==> src/rtl/time_keeper_pkg.sv <==
// Shared types and constants for the time-of-day core: set-mode states,
// BCD field limits, per-state digit edit masks and BCD increment helpers.
package time_keeper_pkg;

    typedef enum logic [1:0] {
        ST_RUN     = 2'd0,
        ST_SET_HR  = 2'd1,
        ST_SET_MIN = 2'd2,
        ST_SET_SEC = 2'd3
    } tk_state_t;

    localparam logic [7:0] HOUR_MAX = 8'h23;
    localparam logic [7:0] MIN_MAX  = 8'h59;
    localparam logic [7:0] SEC_MAX  = 8'h59;

    localparam logic [5:0] MASK_RUN = 6'b000000;
    localparam logic [5:0] MASK_HR  = 6'b110000;
    localparam logic [5:0] MASK_MIN = 6'b001100;
    localparam logic [5:0] MASK_SEC = 6'b000011;

    // Two-digit BCD increment that wraps to 00 after max.
    function automatic logic [7:0] bcd_next(input logic [7:0] value, input logic [7:0] max);
        logic [7:0] res;
        if (value == max) begin
            res = 8'h00;
        end else if (value[3:0] == 4'd9) begin
            res = {value[7:4] + 4'd1, 4'd0};
        end else begin
            res = {value[7:4], value[3:0] + 4'd1};
        end
        return res;
    endfunction

    function automatic tk_state_t next_mode(input tk_state_t s);
        tk_state_t n;
        case (s)
            ST_RUN:     n = ST_SET_HR;
            ST_SET_HR:  n = ST_SET_MIN;
            ST_SET_MIN: n = ST_SET_SEC;
            ST_SET_SEC: n = ST_RUN;
            default:    n = ST_RUN;
        endcase
        return n;
    endfunction

    function automatic logic [5:0] edit_mask_of(input tk_state_t s);
        logic [5:0] m;
        case (s)
            ST_RUN:     m = MASK_RUN;
            ST_SET_HR:  m = MASK_HR;
            ST_SET_MIN: m = MASK_MIN;
            ST_SET_SEC: m = MASK_SEC;
            default:    m = MASK_RUN;
        endcase
        return m;
    endfunction

endpackage

==> src/rtl/time_keeper_bcd_field_counter.sv <==
// Two-digit BCD field register counting 00..MAX; wrap flags the increment
// that rolls the field back to 00 so it can feed the next field's carry.
module bcd_field_counter
    import time_keeper_pkg::*;
#(
    parameter logic [7:0] MAX = 8'h59
) (
    input  logic       clk,
    input  logic       clr,
    input  logic       inc,
    output logic [7:0] value,
    output logic       wrap
);

    logic [7:0] value_r;

    // Field register: clear dominates, otherwise step on inc.
    always_ff @(posedge clk) begin
        if (clr) begin
            value_r <= 8'h00;
        end else if (inc) begin
            value_r <= bcd_next(value_r, MAX);
        end else begin
            value_r <= value_r;
        end
    end

    assign value = value_r;
    assign wrap  = inc && (value_r == MAX);

endmodule

==> src/rtl/time_keeper.sv <==
// 24-hour BCD time-of-day keeper: per-second prescaler, carry chain across
// hour/minute/second fields, and a button-driven set mode with edit masks.
module time_keeper
    import time_keeper_pkg::*;
#(
    parameter int TICK_DIV = 100_000_000
) (
    input  logic        clk,
    input  logic        CLR,
    input  logic        btn_mode,
    input  logic        btn_inc,
    output logic [23:0] currentTime,
    output logic [5:0]  edit_mask,
    output logic        sec_tick,
    output logic        day_pulse
);

    localparam int PW = $clog2(TICK_DIV);
    localparam logic [PW-1:0] PRESC_LAST = PW'(TICK_DIV - 1);

    tk_state_t   state_r;
    logic [PW-1:0] presc_r;
    logic [5:0]  edit_mask_r;
    logic        sec_tick_r;
    logic        day_pulse_r;

    logic        run_s;
    logic        terminal_s;
    logic        edit_inc_s;
    logic        sec_inc_s;
    logic        min_inc_s;
    logic        hr_inc_s;
    logic        sec_wrap_s;
    logic        min_wrap_s;
    logic        hr_wrap_s;
    logic [7:0]  sec_val_s;
    logic [7:0]  min_val_s;
    logic [7:0]  hr_val_s;

    assign run_s      = (state_r == ST_RUN);
    assign terminal_s = run_s && (presc_r == PRESC_LAST);
    // A simultaneous mode step swallows the increment.
    assign edit_inc_s = btn_inc && !btn_mode;

    assign sec_inc_s = run_s ? terminal_s
                             : (edit_inc_s && (state_r == ST_SET_SEC));
    assign min_inc_s = run_s ? (terminal_s && sec_wrap_s)
                             : (edit_inc_s && (state_r == ST_SET_MIN));
    assign hr_inc_s  = run_s ? (terminal_s && sec_wrap_s && min_wrap_s)
                             : (edit_inc_s && (state_r == ST_SET_HR));

    bcd_field_counter #(.MAX(SEC_MAX)) u_sec (
        .clk   (clk),
        .clr   (CLR),
        .inc   (sec_inc_s),
        .value (sec_val_s),
        .wrap  (sec_wrap_s)
    );

    bcd_field_counter #(.MAX(MIN_MAX)) u_min (
        .clk   (clk),
        .clr   (CLR),
        .inc   (min_inc_s),
        .value (min_val_s),
        .wrap  (min_wrap_s)
    );

    bcd_field_counter #(.MAX(HOUR_MAX)) u_hr (
        .clk   (clk),
        .clr   (CLR),
        .inc   (hr_inc_s),
        .value (hr_val_s),
        .wrap  (hr_wrap_s)
    );

    // Prescaler: counts only while running and parks at zero on leaving RUN.
    always_ff @(posedge clk) begin
        if (CLR) begin
            presc_r <= PW'(0);
        end else if (!run_s || btn_mode || terminal_s) begin
            presc_r <= PW'(0);
        end else begin
            presc_r <= presc_r + PW'(1);
        end
    end

    // Mode state machine with registered mask and second/day pulses.
    always_ff @(posedge clk) begin
        if (CLR) begin
            state_r     <= ST_RUN;
            edit_mask_r <= MASK_RUN;
            sec_tick_r  <= 1'b0;
            day_pulse_r <= 1'b0;
        end else begin
            sec_tick_r  <= terminal_s;
            day_pulse_r <= terminal_s && hr_wrap_s;
            if (btn_mode) begin
                state_r     <= next_mode(state_r);
                edit_mask_r <= edit_mask_of(next_mode(state_r));
            end else begin
                state_r     <= state_r;
                edit_mask_r <= edit_mask_r;
            end
        end
    end

    assign currentTime = {hr_val_s, min_val_s, sec_val_s};
    assign edit_mask   = edit_mask_r;
    assign sec_tick    = sec_tick_r;
    assign day_pulse   = day_pulse_r;

endmodule

==> config.mk <==
export PLATFORM = sky130hd
export DESIGN_NAME = time_keeper
export DESIGN_NICKNAME = d
export VERILOG_FILES = /design/src/rtl/time_keeper_pkg.sv /design/src/rtl/time_keeper_bcd_field_counter.sv /design/src/rtl/time_keeper.sv
export SDC_FILE = /design/constraint.sdc
export NUM_CORES = 1
export LEC_CHECK = 0
export CORE_MARGIN = 1.5
export CORE_UTILIZATION = 45
export CTS_CLUSTER_DIAMETER = 50
export DETAILED_ROUTE_END_ITERATION = 7
export GPL_TIMING_DRIVEN = 1
export HOLD_SLACK_MARGIN = 0.08
export PLACE_DENSITY = 0.73
export RECOVER_POWER = 25
export SLEW_MARGIN = 10
export SYNTH_ARGS = -nofsm -noshare
export SYNTH_HDL_FRONTEND = slang
export SYNTH_SLANG_ARGS = --single-unit
==> constraint.sdc <==
create_clock -name clk -period 6.3 [get_ports clk]
set_input_delay 0.945 -clock clk [delete_from_list [all_inputs] [get_ports clk]]
set_output_delay 0.945 -clock clk [all_outputs]
set_load 0.02 [all_outputs]
## Word level (Yosys, flattened, before mapping)

Index checks and enable logic that the tools add are counted.

| storage, ports and cells | value |
|---|---|
| word-level logic and storage cells | 68 |
| memory bits (read-only) | 0 |
| register bits after elaboration | 61 |
| latch bits | 0 |
| memories kept | 0 |
| memory bits (writable) | 0 |
| output and inout port bits | 32 |
| bits of input ports | 4 |

| cells by class | value |
|---|---|
| bitwise gates (word level) | 0 |
| div/mod/pow operators | 0 |
| add/sub/neg operators | 7 |
| $lt $le $gt $ge | 0 |
| equality and inequality tests | 13 |
| reductions and logical operators | 24 |
| multiply operators | 0 |
| mux-type cells | 13 |
| shift-type cells | 0 |

Operator list:

| cell | count |
|---|---|
| $mux 8 | 6 |
| $add 27x1->27 const B | 1 |
| $eq 27x27->1 const B | 1 |
| $add 4x1->4 const B | 6 |
| $pmux 6 s4 | 1 |
| $eq 8x7->1 const B | 2 |
| $eq 4x4->1 const B | 3 |
| $logic_and 1x1->1 | 11 |
| $eq 2x2->1 const B | 4 |
| $eq 8x6->1 const B | 1 |
| $pmux 2 s4 | 1 |
| $reduce_and 2->1 | 3 |
| $reduce_bool 2->1 | 3 |
| $eq 2x1->1 const B | 2 |
| $logic_not 2->1 | 2 |
| $mux 2 | 2 |
| $mux 1 | 3 |
| $logic_not 1->1 | 2 |
| $logic_or 1x1->1 | 2 |
| $reduce_or 2->1 | 1 |

## Depth between registers and ports, before layout

Gate-level depths: netlist (run 1).

| logic depth | value |
|---|---|
| depth in word-level cells | 12 |
| gate-level depth with buffers | 9 |
| depth with buffers taken out | 8 |

## Modules after synthesis

Synthesis (run 1) repeated with hierarchy kept, for this count alone.

| unflattened totals | value |
|---|---|
| cell total of the unflattened synthesis | 349 |
| area total of the unflattened synthesis | 3050.4 um2 |

By module, submodules not included:

| module | times used | cells each | sequential area each (um2) | area each (um2) |
|---|---|---|---|---|
| time_keeper | 1 | 196 | 680.7 | 1682.9 |
| bcd_field_counter at u_min ... | 2 | 49 | 160.2 | 440.4 |
| bcd_field_counter at u_hr | 1 | 55 | 160.2 | 486.7 |

## Worst setup path after synthesis (run 1)

OpenSTA, ideal clock, no wires.

| timing | value |
|---|---|
| kind | in2reg |
| start point | input btn_mode |
| end point | register u_sec.value_r[7] (netlist: u_sec.value[7]) |
| setup slack | 3.861 ns |
| stages on the path | 6 |
| path buffers | 1 |
| data required time | 6.230 ns |
| library setup time | 0.070 ns |
| arrival time | 2.368 ns |
| cells stage by stage | clkbuf_1 > nor3b_2 > and2_1 > o21ai_2 > or4_1 > a21oi_1 |

| on the way | value |
|---|---|
| word-level cells in the longest chain between the ends | 5 |

Ends and longest elaborated chain:

| element | RTL line | source |
|---|---|---|
| from (decl) | time_keeper.sv:10 | `input logic btn_mode,` |
| $logic_not 1->1 | time_keeper.sv:43 | `assign edit_inc_s = btn_inc && !btn_mode;` |
| $logic_and 1x1->1 | time_keeper.sv:43 |  |
| $logic_and 1x1->1 | time_keeper.sv:46 | `: (edit_inc_s && (state_r == ST_SET_SEC));` |
| $mux 1 | time_keeper.sv:45 | `assign sec_inc_s = run_s ? terminal_s` |
| $reduce_and 2->1 (no source line) | - |  |
| to (signal assigned) | time_keeper_bcd_field_counter.sv:22 | `value_r <= bcd_next(value_r, MAX);` |
| to (signal assigned) | time_keeper_bcd_field_counter.sv:24 | `value_r <= value_r;` |
| to (decl) | time_keeper_bcd_field_counter.sv:15 | `logic [7:0] value_r;` |

No other way between the ends.
A chain may end at the register's enable or synchronous reset.

## Worst setup path in the final report (run 1)

| timing | value |
|---|---|
| start point | register presc_r[0] |
| end point | register u_min.value_r[7] (netlist: u_min.value[7]) |

| on the way | value |
|---|---|
| word-level cells in the longest chain between the ends | 7 |

Ends and longest elaborated chain:

| element | RTL line | source |
|---|---|---|
| from (decl) | time_keeper.sv:22 | `logic [PW-1:0] presc_r;` |
| from (signal assigned) | time_keeper.sv:83 | `presc_r <= presc_r + PW'(1);` |
| $eq 27x27->1 * | time_keeper.sv:41 | `assign terminal_s = run_s && (presc_r == PRESC_LAST);` |
| $logic_and 1x1->1 * | time_keeper.sv:41 |  |
| $mux 1 | time_keeper.sv:45 |  |
| $logic_and 1x1->1 | time_keeper_bcd_field_counter.sv:29 | `assign wrap = inc && (value_r == MAX);` |
| $logic_and 1x1->1 * | time_keeper.sv:47 | `assign min_inc_s = run_s ? (terminal_s && sec_wrap_s)` |
| $mux 1 * | time_keeper.sv:47 |  |
| $reduce_and 2->1 (no source line) * | - |  |
| to (signal assigned) | time_keeper_bcd_field_counter.sv:22 |  |
| to (signal assigned) | time_keeper_bcd_field_counter.sv:24 |  |
| to (decl) | time_keeper_bcd_field_counter.sv:15 |  |

Every way passes the cells marked *; elsewhere a longest branch is shown, timed or not.

==> results of run 1 <==
[cells in the mapped netlist (all sizes together) (2+ instances only)]
library cell | count | area [um2]
a21oi | 20 | 100
or4b | 2 | 23.8
dfxtp | 58 | 1160
xor2 | 19 | 166
buf | 5 | 35.0
or4 | 5 | 37.5
and4 | 2 | 17.5
and3 | 8 | 50.1
clkbuf | 7 | 26.3
or3b | 2 | 17.5
nand4 | 8 | 50.1
nor4 | 6 | 58.8
and3b | 3 | 26.3
a22oi | 2 | 33.8
mux2i | 6 | 60.1
or3 | 10 | 62.6
nor2 | 48 | 180
and2 | 5 | 31.3
inv | 12 | 45.0
nand2 | 23 | 86.3
nor2b | 7 | 43.8
xnor2 | 6 | 52.6
ha | 17 | 213
nand3 | 17 | 85.1
o21ai | 14 | 73.8
[how the worst max path moves through the flow]
stage,cells past startpoint,endpoint,slack [ps]
detailed placement,5,u_hr.value[3]$_SDFFE_PP0P_,3230
global placement,6,u_sec.value[7]$_SDFFE_PP0P_,3290
global route,7,u_min.value[7]$_SDFFE_PP0P_,3260
CTS,7,u_hr.value[3]$_SDFFE_PP0P_,3570
finish,7,u_min.value[7]$_SDFFE_PP0P_,3400
floorplan,6,u_sec.value[7]$_SDFFE_PP0P_,3860
[flip-flops by register name, indices dropped and copies added, names as in the netlist]
| register | count |
|---|---|
| u_hr.value | 8 |
| state_r | 2 |
| u_min.value | 8 |
| edit_mask | 3 |
| u_sec.value | 8 |
| day_pulse | 1 |
| presc_r | 27 |
| sec_tick | 1 |
[through the flow]
| step | instances | hold slack [ps] | util (%) | power (mW) | cell area, um2 |
|---|---|---|---|---|---|
| 3_5_place_dp | 421 | 466 | 53.6 | 0.415 | 3210 |
| 6_report | 437 | 499 | 56.2 | 0.730 | 3370 |
| 5_1_grt | 437 | 517 | 56.2 | 0.760 | 3370 |
| 4_1_cts | 437 | 507 | 56.7 | 0.744 | 3400 |
| 3_3_place_gp | 421 | 447 | 53.6 | 0.414 | 3210 |
| 2_1_floorplan | 322 | 430 | - | 0.404 | 2820 |
[cells by family (layout without fill, tap and decap cells)]
family / after synthesis / count (layout) / synth area share (%)
AOI/OAI and AO/OA: 42 / 42 / 9.09
xor gates and xnor gates: 25 / 25 / 7.76
adders and majority gates: 17 / 17 / 7.54
buffers and inverters: 24 / 64 / 3.77
DFF: 58 / 58 / 41.1
muxes: 7 / 7 / 2.53
and+or+nand+nor: 149 / 149 / 28.2
[worst max-delay path, cell delays in order (launching register included)]
cell and delay [ps]:
sky130_fd_sc_hd__dfxtp_1 380, sky130_fd_sc_hd__ha_1 250, sky130_fd_sc_hd__nand4_1 170, sky130_fd_sc_hd__nor4_1 560, sky130_fd_sc_hd__and4_1 470, sky130_fd_sc_hd__a22oi_1 300, sky130_fd_sc_hd__or4_1 530, sky130_fd_sc_hd__a21oi_1 160
[metal layers]
metal	vias up	part of all wire, %
met4	0	1.5
met1	1054	46
met3	9	4.3
met2	40	48
met5	-	0
li1	1188	-
[power groups by stage]
stage	registers [mW]	clock network, mW	logic [mW]
4_1_cts	0.373	0.338	0.0334
5_1_grt	0.374	0.351	0.0352
3_3_place_gp	0.381	0	0.0323
2_1_floorplan	0.383	0	0.0217
6_report	0.373	0.325	0.0312
3_5_place_dp	0.382	0	0.0332
[cell type report]
| type | instances | area, um2 |
|---|---|---|
| Clock buffer | 10 | 128 |
| Timing Repair Buffer | 36 | 358 |
| Fill cell | 553 | 2620 |
| Multi-Input combinational cell | 240 | 1530 |
| Clock inverter | 6 | 57.6 |
| Sequential cell | 58 | 1160 |
| Tap cell | 75 | 93.8 |
| Inverter | 12 | 45.0 |
==> out/metrics.csv, run 1 <==
stage;metric;value;unit
run_status;status;finished clean;
floorplanning;design.die.area;0.00676;mm2
sta;setup_viols_final;0;
critical_path;critPathMaxFanout;10;
drt;post_drt_wl_per_cell;12.7;um
grt;groute.layer.met2.usage;29.4;%
clock_network;cts_made_buffers;9;
sta;finalCriticalPeriod;2900;ps
clock_network;cts.reportedPaths.clkPinSlew;70;ps
power;power-per-cell-area;217;mW/mm2
synth;synth-main-ff-cell;sky130_fd_sc_hd__dfxtp_1;
critical_path;path_class;reg -> reg;
synth;ys_warn_count;0;
clock_network;cts-htree-levels;3;
sta;timing.final.max_slew_violations;0;
grt;grt_start_max_net_pins;35;
flow_run;drv.max_cap_violation_count;0;
critical_path;timing.critical_path.from;presc_r[0]$_SDFF_PP0_;
critical_path;rr_endpoint;u_min.value[7]$_SDFFE_PP0P_;
grt;grt_most_used_layer;met2;
cells_and_area;layout.cells.most_common;sky130_fd_sc_hd__dfxtp_1;
cells_and_area;flow.area_growth_from_synthesis;19.4;%
power;switching_portion_of_total_power;23.1;%
clock_network;tritoncts;yes;
floorplanning;ioPinCount;36;
min_path;hold_path_class;reg -> reg;
critical_path;worstPathRequired;6570;ps
cells_and_area;mostFrequentLayoutCells;sky130_fd_sc_hd__dfxtp_1 (58), sky130_fd_sc_hd__nor2_1 (48), sky130_fd_sc_hd__nand2_1 (23);
clock_network;tritoncts_num_sinks;58;
synth;post_synth_instance_area;0.00282;mm2
sta;finalHoldViolations;0;
critical_path;end_kind;register;
critical_path;r2r.worst_path.cells;7;
grt;global_route.usage.met1;21.8;%
synth;synthCells;322;
synth;synth-edff-count;0;
cells_and_area;layout-drive-gt1-share;5.80;%
power;netSwitchingPower;169;uW
floorplanning;die_width;82.2;um
critical_path;worstPathArrival;3170;ps
min_path;hold_path_end;u_min.value[3]$_SDFFE_PP0P_;
drt;first_pass_iters;4;
sta;maxSlewHeadroom;31.8;%
grt;grt_antenna_before_repair;0;
drt;route.detailed.vias_per_inst;5.24;
place;placement.io_buffers;35;
drt;drt-initial-drc-count;107;
sta;timing.fmax;345;MHz
place;dp_worst_setup_slack;3230;ps
cells_and_area;design.final.nets;378;
min_path;timing.hold.worst.start;u_min.value[3]$_SDFFE_PP0P_;
synth;yosys_register_bits;58;
sta;grt_setup_unrepaired;no;
min_path;hold_path_depth;1;
drt;route.detailed.drc;0;
critical_path;reg2reg_setup_slack;3400;ps
clock_network;cts-root-to-sink-buffers;2;
sta;finalClockSkew;10.6;ps
synth;post_synth.cell_area_avg;8.77;um2
grt;grt_first_pass_wirelength;9270;um
power;cellInternalPower;561;uW
synth;synth.distinct_cells;42;
cells_and_area;diodes_inserted;0;
grt;grt_use_total;18.2;%
clock_network;cts_hold_buf;0;
grt;grt_pass1_vias;2064;
clock_network;clkLatencyLatePin;340;ps
power;combPwrFrac;4.3;%
sta;share_of_the_clock_period_used_by_the_worst_path_after_layout;46.0;%
clock_network;clock_tree_root_driver_cell;sky130_fd_sc_hd__clkbuf_8;
synth;postSynth.asyncResetShare;0;%
floorplanning;rows;28;
grt;grtUsageMet3;7.47;%
sta;setup-tns-final;0;ps
sta;fin_ws;3400;ps
power;irDropWorstVdd;0.159;mV
place;place.gp.congestion;0.773;
floorplanning;floorplan.initialDensity;47.1;%
drt;postRouteWirelength;5570;um
grt;grt-ovfl-total;0;
synth;synth-seq-area-share;41.1;%
clock_network;cts.repair.resized;0;
floorplanning;fp.dieH;82.2;um
synth;syn-num-nets;343;
critical_path;timing.rr.start;presc_r[0]$_SDFF_PP0_;
drt;route.vias.total;2291;
critical_path;startpoint_type;register;
power;clock_power_share;44.6;%
floorplanning;area_of_the_core_region;0.00599;mm2
clock_network;postCtsSetupBuffers;0;
power;power_leakage;1.26;nW
power;power.sequential.fraction;51.1;%
place;hpwl;3810;um
sta;worst_pin_slew;1010;ps
drt;ant_nets;0;
No activity file was read; power rests on OpenSTA's default activity.
==> run 2, diff against run 1 <==
Clock period 6.3 ns to 3 ns, I/O delays scaled along.
==> run 2 against run 1 <==
Clock-buffer cell count up 3. Critical path depth unchanged. Final cell count up 0.92%. Combinational power up 120%. Largest cell class unchanged.
==> out/metrics.csv, run 2 (same netlist as run 1, synthesis figures left out) <==
stage;metric;value;unit
grt;grt-ovfl-total;0;
clock_network;postCtsSetupBuffers;0;
floorplanning;floorplan.initialDensity;47.1;%
grt;groute.layer.met2.usage;29.9;%
power;irDropWorstVdd;0.238;mV
grt;grt_first_pass_wirelength;9320;um
cells_and_area;mostFrequentLayoutCells;sky130_fd_sc_hd__dfxtp_1 (58), sky130_fd_sc_hd__nor2_1 (48), sky130_fd_sc_hd__nand2_1 (23);
floorplanning;ioPinCount;36;
grt;grt_pass1_vias;2154;
drt;route.detailed.drc;0;
min_path;hold_path_depth;1;
drt;postRouteWirelength;5490;um
place;placed_area;0.00324;mm2
drt;post_drt_wl_per_cell;12.4;um
place;dp_worst_setup_slack;393;ps
cells_and_area;layout.cells.most_common;sky130_fd_sc_hd__dfxtp_1;
drt;route.detailed.vias_per_inst;5.28;
cells_and_area;design.final.nets;382;
place;numPlacedInstances;425;
floorplanning;rows;28;
clock_network;cts_hold_buf;0;
run_status;status;finished clean;
sta;grt_setup_unrepaired;no;
critical_path;worstPathArrival;2870;ps
floorplanning;fp.dieH;82.2;um
grt;grt_antenna_before_repair;0;
grt;grtUsageMet3;4.73;%
critical_path;path_class;reg -> reg;
clock_network;clock_tree_root_driver_cell;sky130_fd_sc_hd__clkbuf_8;
critical_path;worstPathRequired;3260;ps
place;place.gp.congestion;0.876;
clock_network;cts-htree-levels;3;
power;power_leakage;1.32;nW
floorplanning;design.die.area;0.00676;mm2
cells_and_area;largest_register_ffs;27;
grt;grt_start_max_net_pins;28;
cells_and_area;final_cell_count_no_fill;441;
critical_path;critPathMaxFanout;12;
min_path;hold_path_class;reg -> reg;
sta;worst_hold_slack;468;ps
critical_path;r2r.worst_path.cells;7;
clock_network;tritoncts_num_sinks;58;
place;placement.io_buffers;35;
floorplanning;die_width;82.2;um
clock_network;tritoncts;yes;
sta;timing.final.max_slew_violations;0;
grt;grt_most_used_layer;met2;
cells_and_area;postLayoutCoreUtil;56.8;%
clock_network;cts-root-to-sink-buffers;2;
cells_and_area;diodes_inserted;0;
power;power;1.46;mW
grt;global_route.usage.met1;21.3;%
critical_path;end_kind;register;
critical_path;startpoint_type;register;
sta;finalHoldViolations;0;
floorplanning;area_of_the_core_region;0.00599;mm2
clock_network;cts.reportedPaths.clkPinSlew;60;ps
cells_and_area;regMostFlops;presc_r;
flow_run;drv.max_cap_violation_count;0;
sta;worst_pin_slew;862;ps
sta;maxSlewHeadroom;42.5;%
sta;share_of_the_clock_period_used_by_the_worst_path_after_layout;86.8;%
clock_network;cts.repair.resized;0;
drt;drt-initial-drc-count;58;
drt;route.vias.total;2329;
cells_and_area;final_design_area_no_fill;0.00340;mm2
sta;finalCriticalPeriod;2600;ps
cells_and_area;layout-drive-gt1-share;6.56;%
sta;finalClockSkew;6.91;ps
clock_network;cts_made_buffers;9;
drt;ant_nets;0;
clock_network;clkLatencyLatePin;330;ps
sta;setup_viols_final;0;
grt;grt_use_total;18.0;%
place;hpwl;3810;um
sta;timing.fmax;384;MHz
sta;fin_ws;395;ps
power;power-per-cell-area;430;mW/mm2
cells_and_area;flow.area_growth_from_synthesis;20.6;%
sta;setup-tns-final;0;ps
drt;first_pass_iters;4;
run 2: cell types whose count changed in the layout (fill, tap and decap cells not counted), sizes merged:
| cell | before | now |
|---|---|---|
| clkbuf | 10 | 14 |
| dlygate4sd3 | 16 | 17 |
| clkdlybuf4s50 | 19 | 18 |
| clkinvlp | 1 | 0 |
| buf | 1 | 4 |
| bufinv | 1 | 0 |
| clkinv | 4 | 3 |
run 2: worst paths after layout:
check                        startpoint                         end  slack, ps
hold reg to reg   presc_r[0]$_SDFF_PP0_       presc_r[0]$_SDFF_PP0_        470
setup / recovery  presc_r[0]$_SDFF_PP0_  u_hr.value[3]$_SDFFE_PP0P_        400
hold / removal    presc_r[0]$_SDFF_PP0_       presc_r[0]$_SDFF_PP0_        470
setup reg to reg  presc_r[0]$_SDFF_PP0_  u_hr.value[3]$_SDFFE_PP0P_        400
run 2: routing by layer:
layer,routed length (um),share of wire (%)
met4,85,1.5
met2,2620,48
met5,0,0
met3,182,3.3
met1,2600,47
run 2: cell type report:
cell class | count | area, um2
clock inverters | 3 | 15.0
flip-flops and latches | 58 | 1160
repair buffers | 40 | 384
well taps | 75 | 93.8
inverters | 12 | 45.0
fillers | 536 | 2590
clock buffers | 13 | 149
multi-input cells | 240 | 1560
run 2: report_power, final:
part           total, mW  switching (mW)  internal, mW  leakage [nW]
registers          0.784         0.00689         0.777         0.468
clock network      0.610           0.291         0.319        0.0872
logic             0.0685          0.0428        0.0258         0.763
run 2: worst max-delay path, cell delays in order, from the launching register on:
cell	delay, ps
sky130_fd_sc_hd__dfxtp_1	370
sky130_fd_sc_hd__ha_1	240
sky130_fd_sc_hd__nand4_1	200
sky130_fd_sc_hd__nor4_4	380
sky130_fd_sc_hd__and4_1	450
sky130_fd_sc_hd__a22oi_2	220
sky130_fd_sc_hd__or4_1	540
sky130_fd_sc_hd__a21oi_1	140
==> run 3, diff against run 2 <==
Settings changed: CAP_MARGIN set to 20, SLEW_MARGIN 10 to 20.
==> results of run 3 <==
Final layout, timing and power as in run 2 (identical DEF).
